### src/rtl/usb_class_pkg.sv
// usb_class_pkg: USB device-class codes and the class sequencer state encoding.
// Shared by the class sequencer, the USB top and the register block.
package usb_class_pkg;

  localparam logic [2:0] CLS_NONE     = 3'd0;
  localparam logic [2:0] CLS_AUDIO    = 3'd1;
  localparam logic [2:0] CLS_CAMERA   = 3'd2;
  localparam logic [2:0] CLS_DISK     = 3'd3;
  localparam logic [2:0] CLS_KEYBOARD = 3'd4;
  localparam logic [2:0] CLS_SERIAL   = 3'd5;
  localparam logic [2:0] CLS_MAX      = 3'd5;

  typedef enum logic [1:0] {
    ST_OFF    = 2'd0,
    ST_DETACH = 2'd1,
    ST_SETTLE = 2'd2,
    ST_ON     = 2'd3
  } seq_state_e;

  // Core release mask for a class: bit k-1 for class k, nothing for none/illegal.
  function automatic logic [4:0] cls_onehot(input logic [2:0] cls);
    logic [4:0] mask;
    mask = 5'b0;
    if (cls != CLS_NONE && cls <= CLS_MAX) mask = 5'b00001 << (cls - 3'd1);
    return mask;
  endfunction

endpackage

### src/rtl/usb_class_seq_timer.sv
// usb_seq_timer: loadable down-counter for the detach/settle intervals.
// Holds at zero once it gets there; zero flags the last cycle of an interval.
module usb_seq_timer #(
  parameter int CNT_W = 16
) (
  input  logic             clk_i,
  input  logic             rst_ni,
  input  logic             load,
  input  logic [CNT_W-1:0] value,
  output logic             zero
);

  logic [CNT_W-1:0] cnt;

  // Load on state entry, otherwise count down and stop at zero.
  always_ff @(posedge clk_i or negedge rst_ni) begin
    if (!rst_ni) begin
      cnt <= '0;
    end else if (load) begin
      cnt <= value;
    end else if (cnt != '0) begin
      cnt <= cnt - 1'b1;
    end
  end

  assign zero = (cnt == '0);

endmodule

### src/rtl/usb_class_seq.sv
// usb_class_seq: device-class switch sequencer (detach, settle, attach).
// Build option: USB_CLASS_SEQ_PREEMPT_EN lets a request be taken during SETTLE,
// replacing the target and restarting the settle interval.
//
// state  | meaning
// OFF    | no class selected, pads idle, pull-up off
// DETACH | pull-up forced off, old class still muxed, all cores in reset
// SETTLE | new class muxed in, its core still in reset
// ON     | target core released, pull-up enabled
module usb_class_seq
  import usb_class_pkg::*;
#(
  parameter int DETACH_CYCLES = 60000,
  parameter int SETTLE_CYCLES = 16,
  parameter int CNT_W         = 16
) (
  input  logic       clk_i,
  input  logic       rst_ni,
  input  logic       req_valid_i,
  input  logic [2:0] req_class_i,
  output logic       req_ready_o,
  output logic [2:0] class_o,
  output logic [4:0] core_rstn_o,
  output logic       pull_en_o,
  output logic       busy_o,
  output logic       done_o,
  output logic       illegal_o
);

`ifdef USB_CLASS_SEQ_PREEMPT_EN
  localparam bit PREEMPT_EN = 1'b1;
`else
  localparam bit PREEMPT_EN = 1'b0;
`endif

  localparam logic [CNT_W-1:0] DETACH_LOAD = CNT_W'(DETACH_CYCLES - 1);
  localparam logic [CNT_W-1:0] SETTLE_LOAD = CNT_W'(SETTLE_CYCLES - 1);

  seq_state_e       state;
  logic [2:0]       tgt;
  logic             accept;
  logic             req_bad;
  logic [2:0]       req_cls;
  logic             tmr_load;
  logic [CNT_W-1:0] tmr_value;
  logic             tmr_zero;

  usb_seq_timer #(.CNT_W(CNT_W)) u_timer (
    .clk_i (clk_i),
    .rst_ni(rst_ni),
    .load  (tmr_load),
    .value (tmr_value),
    .zero  (tmr_zero)
  );

  // Request decode and timer load on every entry into DETACH or SETTLE.
  always_comb begin
    req_bad   = (req_class_i > CLS_MAX);
    req_cls   = req_bad ? CLS_SERIAL : req_class_i;
    accept    = req_valid_i & req_ready_o;
    tmr_load  = 1'b0;
    tmr_value = SETTLE_LOAD;
    case (state)
      ST_OFF:    tmr_load = accept && (req_cls != CLS_NONE);
      ST_ON: begin
        tmr_load  = accept && (req_cls != tgt);
        tmr_value = DETACH_LOAD;
      end
      ST_DETACH: tmr_load = tmr_zero && (tgt != CLS_NONE);
      ST_SETTLE: tmr_load = PREEMPT_EN && accept && (req_cls != CLS_NONE);
      default:   tmr_load = 1'b0;
    endcase
  end

  // Sequencer FSM; every output is registered alongside the state.
  always_ff @(posedge clk_i or negedge rst_ni) begin
    if (!rst_ni) begin
      state       <= ST_OFF;
      tgt         <= CLS_NONE;
      class_o     <= CLS_NONE;
      core_rstn_o <= 5'b0;
      pull_en_o   <= 1'b0;
      req_ready_o <= 1'b1;
      busy_o      <= 1'b0;
      done_o      <= 1'b0;
      illegal_o   <= 1'b0;
    end else begin
      done_o <= 1'b0;
      if (accept) illegal_o <= req_bad;
      case (state)
        ST_OFF: begin
          if (accept) begin
            if (req_cls == CLS_NONE) begin
              done_o <= 1'b1;
            end else begin
              state       <= ST_SETTLE;
              tgt         <= req_cls;
              class_o     <= req_cls;
              req_ready_o <= PREEMPT_EN;
              busy_o      <= 1'b1;
            end
          end
        end
        ST_ON: begin
          if (accept) begin
            if (req_cls == tgt) begin
              done_o <= 1'b1;
            end else begin
              // class_o keeps the old class while the host sees the detach
              state       <= ST_DETACH;
              tgt         <= req_cls;
              core_rstn_o <= 5'b0;
              pull_en_o   <= 1'b0;
              req_ready_o <= 1'b0;
              busy_o      <= 1'b1;
            end
          end
        end
        ST_DETACH: begin
          if (tmr_zero) begin
            if (tgt == CLS_NONE) begin
              state       <= ST_OFF;
              class_o     <= CLS_NONE;
              req_ready_o <= 1'b1;
              busy_o      <= 1'b0;
              done_o      <= 1'b1;
            end else begin
              state       <= ST_SETTLE;
              class_o     <= tgt;
              req_ready_o <= PREEMPT_EN;
            end
          end
        end
        ST_SETTLE: begin
          if (PREEMPT_EN && accept) begin
            if (req_cls == CLS_NONE) begin
              state       <= ST_OFF;
              tgt         <= CLS_NONE;
              class_o     <= CLS_NONE;
              req_ready_o <= 1'b1;
              busy_o      <= 1'b0;
              done_o      <= 1'b1;
            end else begin
              tgt     <= req_cls;
              class_o <= req_cls;
            end
          end else if (tmr_zero) begin
            state       <= ST_ON;
            core_rstn_o <= cls_onehot(tgt);
            pull_en_o   <= 1'b1;
            req_ready_o <= 1'b1;
            busy_o      <= 1'b0;
            done_o      <= 1'b1;
          end
        end
        default: state <= ST_OFF;
      endcase
    end
  end

endmodule

### config.mk
export PLATFORM = sky130hd
export DESIGN_NAME = usb_class_seq
export DESIGN_NICKNAME = d
export VERILOG_FILES = /design/src/rtl/usb_class_pkg.sv /design/src/rtl/usb_class_seq_timer.sv /design/src/rtl/usb_class_seq.sv
export SDC_FILE = /design/constraint.sdc
export NUM_CORES = 1
export LEC_CHECK = 0
export CAP_MARGIN = 5
export CORE_AREA = 4 4 80 74
export CTS_CLUSTER_SIZE = 10
export DETAILED_ROUTE_END_ITERATION = 12
export DIE_AREA = 0 0 84 78
export GPL_TIMING_DRIVEN = 0
export PLACE_DENSITY = 0.62
export SLEW_MARGIN = 40
export SYNTH_ARGS = -nofsm -noshare
export SYNTH_HDL_FRONTEND = slang
export SYNTH_SLANG_ARGS = --single-unit
### constraint.sdc
create_clock -name clk_i -period 6.2 [get_ports clk_i]
set_clock_uncertainty 0.15 [all_clocks]
set_input_delay 1.86 -clock clk_i [delete_from_list [all_inputs] [get_ports clk_i]]
set_output_delay 1.86 -clock clk_i [all_outputs]
set_load 0.01 [all_outputs]
==> results.py, run 1 <==
metrics = {
    "timing": {
        "max_freq_mhz": 265,
        "rsz0062_at_grt": "no",
        "period_needed_ns": 3.77,
        "tns_ns": 0,
        "hold-worst-slack_ns": 0.351,
        "slew_violations": 0,
        "final-setup-viol-count": 0,
        "fin_ws_ns": 2.43,
        "relSlewSlack": 0.642,
        "tightest_slew_ns": 0.534,
        "final-hold-violation-count": 0,
        "finalCritPeriodShare": 0.608,
    },
    "yosys": {
        "syn-num-nets": 219,
        "synth-compound-area-share": 0.191,
        "synth-simple-area-share": 0.216,
        "synth.area.mux_share": 0.0220,
        "synth.distinct_cells": 51,
        "synth_xor_area_frac": 0.0616,
        "synthCells": 206,
        "syn_area_mm2": 0.00199,
        "ys_ff_latch": 34,
        "avgSynthCellArea_um2": 9.66,
        "synth-edff-count": 0,
        "synth-adder-area-share": 0.0440,
        "synth_sequential_area_ratio": 0.428,
        "synth_top_family_by_area": "simple AND/OR/NAND/NOR gates",
        "yosys_warnings": 0,
        "async_flop_share": 1.00,
        "synth_ff_type": "dfrtp_1",
    },
    "global_route": {
        "grt_max_degree": 19,
        "grtUsageTotal": 0.141,
        "antenna_found_initial": 0,
        "grt_pass1_vias": 1503,
        "grt_overflow": 0,
        "grt_pass1_wl_um": 7470,
    },
    "outcome": {
        "status": "complete, no violations",
    },
    "power_and_ir_drop": {
        "p_switching_mw": 0.401,
        "switching_share": 0.400,
        "seq_power_share": 0.406,
        "p_leak_nw": 1.02,
        "vdd_drop_max_mv": 0.116,
        "clkPwrFrac": 0.154,
        "p_int_mw": 0.601,
        "powerDensity_mw_per_mm2": 427,
        "p_comb_frac": 0.440,
        "finalPower_mw": 1.00,
    },
    "drt": {
        "drt_pass1_iterations": 4,
        "drtIter0Drc": 140,
        "vias": 1585,
        "drtAntennaViolNets": 0,
        "wl_per_cell_um": 14.2,
        "wirelength_um": 4240,
        "drc": 0,
        "viasPerCell": 5.30,
    },
    "clock_network": {
        "ctsHtreeMaxLevel": 2,
        "cts_max_path_buffers": 2,
        "root_buffer": "clkbuf_8",
        "path_clk_slew_ns": 0.06,
        "cts_setup_buffers": 0,
        "cts-resized-gates": 0,
        "holdBufCountCts": 0,
        "cts-buffers-inserted": 5,
        "clock_latency_ns": 0.28,
        "cts_sinks": 34,
        "cts_tree": "done",
    },
    "setup_path": {
        "critPathSlowestCell": "clkdlybuf4s50_1",
        "critical_path_class": "in -> reg",
        "cp.arrival_ns": 3.74,
        "path_cells": "clkdlybuf4s50_1 -> a21oi_2 -> mux2i_2 -> a21oi_1 -> o21ai_1 -> o21ai_0",
        "cp-end-kind": "flop",
        "cp-start-kind": "primary input",
        "cp.required_ns": 6.17,
        "cp_max_fo": 7,
        "slowest_delay_ns": 0.52,
    },
    "final_layout": {
        "drive_gt1_frac": 0.116,
        "fillers": 513,
        "final_cell_mix": "dfrtp_1 (33), nor2_1 (20), nand2_1 (16), clkdlybuf4s50_1 (16), inv_1 (13)",
        "fin_cells": 299,
        "nNetsFinal": 244,
        "antennaDiodeCount": 0,
        "area_growth_pct": 17.9,
        "mostFrequentLayoutCell": "dfrtp_1",
    },
    "job": {
        "drv_cap": 0,
    },
    "floorplanning": {
        "dieWidth_um": 84,
        "initial_utilization": 0.388,
        "core_region_area_mm2": 0.00513,
        "ios": 19,
        "die_area_mm2": 0.00655,
        "rows": 25,
        "die_h_um": 78,
    },
    "placement": {
        "place_congestion": 0.825,
        "placedCellCount": 291,
        "dp_slack_ns": 2.13,
        "port_buffers": 17,
        "dp_hpwl_um": 3190,
    },
    "worst_hold_path": {
        "min-delay-path-class": "reg -> reg",
    },
}
-- final cells by class --
| type | count | area, um2 | share of cell area |
|---|---|---|---|
| Inverter | 13 | 48.8 | 0.0208 |
| Multi-Input combinational cell | 154 | 1060 | 0.453 |
| Tap cell | 67 | 83.8 | 0.0357 |
| Clock buffer | 8 | 80.1 | 0.0341 |
| Timing Repair Buffer | 18 | 193 | 0.0821 |
| Sequential cell | 34 | 852 | 0.363 |
| Buffer | 5 | 26.3 | 0.0112 |
-- layer usage --
metal / global-route usage / up-vias / share of wire
met5: 0 / - / 0
met4: 0.0434 / 0 / 0.0085
met3: 0.0329 / 2 / 0.050
met2: 0.201 / 41 / 0.43
met1: 0.210 / 753 / 0.51
li1: - / 789 / -
-- cell families after synthesis --
| family | after synthesis |
|---|---|
| AO/OA/AOI/OAI | 54 |
| flip-flops | 34 |
| adder cells (fa/ha/maj) | 7 |
| multiplexers | 4 |
| XOR/XNOR | 14 |
| AND/OR/NAND/NOR | 75 |
| buffers and inverters | 18 |
-- flip-flops by register name (all words and copies together), names as in the netlist --
name / count
busy_o: 1
class_o: 3
core_rstn_o: 5
done_o: 1
illegal_o: 1
pull_en_o: 1
req_ready_o: 1
state: 2
tgt: 3
u_timer.cnt: 16
-- worst max-delay path: cells and delay by family --
family / cells / cell delay [ns]
mux: 1 / 0.40
buf+inv: 1 / 0.52
compound gates: 4 / 0.96
-- path summary, 6_finish.rpt --
check / startpoint / to / slack, ns / depth (start not counted)
max in group asynchronous: rst_ni / req_ready_o / 4.01 / 2
min: core_rstn_o[0] / core_rstn_o[0] / 0.35 / 1
min reg2reg: core_rstn_o[0] / core_rstn_o[0] / 0.35 / 1
max reg2reg: state[0] / u_timer.cnt[13] / 3.88 / 6
max: req_class_i[0] / u_timer.cnt[13] / 2.43 / 6
min in group asynchronous: rst_ni / done_o / 1.37 / 1
-- per-stage QoR --
stage               utilization  instance area (um2)
finish                    0.458                 2350
global route              0.458                 2350
CTS                       0.458                 2350
detailed placement        0.442                 2270
global placement          0.438                 2240
floorplan                     -                 1990
-- power by group through the flow --
| stage | Clock [mW] | Sequential (mW) | Combinational [mW] |
|---|---|---|---|
| final | 0.155 | 0.406 | 0.441 |
| after global routing | 0.170 | 0.421 | 0.494 |
| after CTS | 0.160 | 0.405 | 0.443 |
| after detailed placement | 0 | 0.408 | 0.442 |
| after global placement | 0 | 0.405 | 0.434 |
| after floorplan | 0 | 0.400 | 0.303 |
-- synthesized netlist by cell type (3+ instances only) --
cell type,instances,area share
dfrtp_1,33,0.41
a22o_1,6,0.026
o22ai_1,4,0.013
xor2_1,8,0.035
a21oi_1,11,0.028
mux2i_1,3,0.015
o21ai_1,5,0.013
and3_1,3,0.0094
a31oi_1,3,0.0094
nor3_1,7,0.018
nand3_1,6,0.015
xnor2_1,6,0.026
o21ai_0,10,0.025
buf_2,3,0.0075
inv_1,13,0.025
a211oi_1,4,0.015
ha_1,7,0.044
nor2_1,20,0.038
nand2_1,16,0.030
(Power assumes the default switching activity.)
==> run 2, diff against run 1 <==
- PLACE_DENSITY: 0.62 -> 0.64
- clock period: 6.2 -> 3.45 ns (I/O delays scaled with it)
==> run 2 against run 1 <==
Compared with the run above:
- sequential power increased by 80%
- utilization about the same
- final area increased by 0.11%
- flip-flop and latch count unchanged
- largest cell class unchanged
- largest power group unchanged
==> results.py, run 2 (synthesis results as in run 1) <==
metrics = {
    "final_layout": {
        "final_design_area_no_fill_mm2": 0.00235,
        "drive_gt1_frac": 0.125,
        "area_growth_pct": 18.0,
        "nNetsFinal": 244,
        "fin_cells": 299,
        "antennaDiodeCount": 0,
        "top_regs": "u_timer.cnt: 16 flops, core_rstn_o: 5 flops",
        "fillers": 502,
        "largest_reg_flops": 16,
        "top_register": "u_timer.cnt",
        "final_cell_mix": "dfrtp_1 (33), nor2_1 (20), nand2_1 (16), clkdlybuf4s50_1 (16), inv_1 (13)",
        "mostFrequentLayoutCell": "dfrtp_1",
    },
    "floorplanning": {
        "die_area_mm2": 0.00655,
        "dieWidth_um": 84,
        "die_h_um": 78,
        "core_region_area_mm2": 0.00513,
        "initial_utilization": 0.388,
        "rows": 25,
        "ios": 19,
    },
    "setup_path": {
        "slowest_delay_ns": 0.53,
        "cp-start-kind": "primary input",
        "critPathSlowestCell": "clkdlybuf4s50_1",
        "path_cells": "clkdlybuf4s50_1 -> a21oi_2 -> mux2i_2 -> a21oi_1 -> o21ai_1 -> o21ai_0",
        "cp.required_ns": 3.44,
        "cp-end-kind": "flop",
        "cp.arrival_ns": 2.94,
        "cp_max_fo": 7,
        "critical_path_class": "in -> reg",
    },
    "drt": {
        "drc": 0,
        "viasPerCell": 5.24,
        "drt_pass1_iterations": 4,
        "wirelength_um": 4180,
        "wl_per_cell_um": 14.0,
        "drtIter0Drc": 173,
        "drtAntennaViolNets": 0,
        "vias": 1568,
    },
    "clock_network": {
        "clock_latency_ns": 0.29,
        "root_buffer": "clkbuf_8",
        "cts_setup_buffers": 0,
        "cts_sinks": 34,
        "cts-buffers-inserted": 5,
        "cts_tree": "done",
        "ctsHtreeMaxLevel": 2,
        "path_clk_slew_ns": 0.07,
        "cts-resized-gates": 0,
        "holdBufCountCts": 0,
        "cts_max_path_buffers": 2,
    },
    "placement": {
        "dp_hpwl_um": 3180,
        "placed_cell_area_mm2": 0.00227,
        "place_congestion": 0.829,
        "port_buffers": 17,
        "placedCellCount": 291,
    },
    "timing": {
        "slew_violations": 0,
        "relSlewSlack": 0.656,
        "tns_ns": 0,
        "final-hold-violation-count": 0,
        "period_needed_ns": 2.95,
        "finalCritPeriodShare": 0.854,
        "tightest_slew_ns": 0.514,
        "final-setup-viol-count": 0,
        "max_freq_mhz": 339,
        "rsz0062_at_grt": "no",
    },
    "global_route": {
        "grtUsageTotal": 0.138,
        "grt_pass1_wl_um": 7380,
        "antenna_found_initial": 0,
        "grt_max_degree": 19,
        "grt_overflow": 0,
        "grt_pass1_vias": 1550,
    },
    "power_and_ir_drop": {
        "vdd_drop_max_mv": 0.204,
        "p_leak_nw": 1.02,
        "finalPower_mw": 1.80,
        "clkPwrFrac": 0.155,
        "p_switching_mw": 0.727,
        "seq_power_share": 0.404,
        "p_comb_frac": 0.441,
        "powerDensity_mw_per_mm2": 768,
        "switching_share": 0.403,
        "p_int_mw": 1.08,
    },
    "outcome": {
        "status": "complete, no violations",
    },
    "worst_hold_path": {
        "min-delay-path-class": "reg -> reg",
    },
    "job": {
        "drv_cap": 0,
    },
}
-- run 2: changes by cell type in the layout (fill, tap and decap cells not counted) --
| cell | before | now |
|---|---|---|
| clkbuf_1 | 4 | 2 |
| clkinv_2 | 0 | 2 |
-- run 2: final timing paths --
| path | from | to | slack (ns) | cells after the start |
|---|---|---|---|---|
| max reg2reg | state[0] | u_timer.cnt[9] | 1.13 | 6 |
| min | core_rstn_o[3] | core_rstn_o[3] | 0.36 | 1 |
| max in group asynchronous | rst_ni | req_ready_o | 2.09 | 2 |
| min in group asynchronous | rst_ni | u_timer.cnt[11] | 0.53 | 1 |
| max | req_class_i[0] | u_timer.cnt[9] | 0.50 | 6 |
| min reg2reg | core_rstn_o[3] | core_rstn_o[3] | 0.36 | 1 |
-- run 2: power groups by stage --
stage / combinational, mW / sequential, mW / clock [mW]
after floorplan: 0.544 / 0.720 / 0
after global placement: 0.777 / 0.730 / 0
after detailed placement: 0.794 / 0.734 / 0
after CTS: 0.800 / 0.728 / 0.288
after global routing: 0.892 / 0.757 / 0.309
final: 0.795 / 0.729 / 0.280
-- run 2: routing by layer --
layer	global-route usage	share of wire	vias up
met1	0.193	0.51	733
met2	0.209	0.43	37
met5	0	0	-
li1	-	-	792
met3	0.0340	0.043	6
met4	0.0434	0.016	0
-- run 2: per-stage QoR --
| stage | utilization | setup WS [ns] | hold WS (ns) |
|---|---|---|---|
| floorplan | - | 0.918 | 0.348 |
| global placement | 0.438 | 0.233 | 0.336 |
| detailed placement | 0.442 | 0.213 | 0.348 |
| CTS | 0.458 | 0.522 | 0.363 |
| global route | 0.458 | 0.297 | 0.382 |
| finish | 0.458 | 0.504 | 0.359 |
-- run 2: critical path, delay by kind of cell --
| family | cells | cell delay [ns] |
|---|---|---|
| compound gates | 4 | 0.95 |
| mux | 1 | 0.42 |
| buf+inv | 1 | 0.53 |
-- run 2: layout make-up --
type / instances / area, um2 / share of cell area
plain buffers: 5 / 26.3 / 0.0112
clock buffers: 6 / 72.6 / 0.0309
clock inverters: 2 / 10.0 / 0.00426
inverters: 13 / 48.8 / 0.0208
multi-input cells: 154 / 1060 / 0.453
flip-flops and latches: 34 / 852 / 0.363
well taps: 67 / 83.8 / 0.0357
repair buffers: 18 / 193 / 0.0820
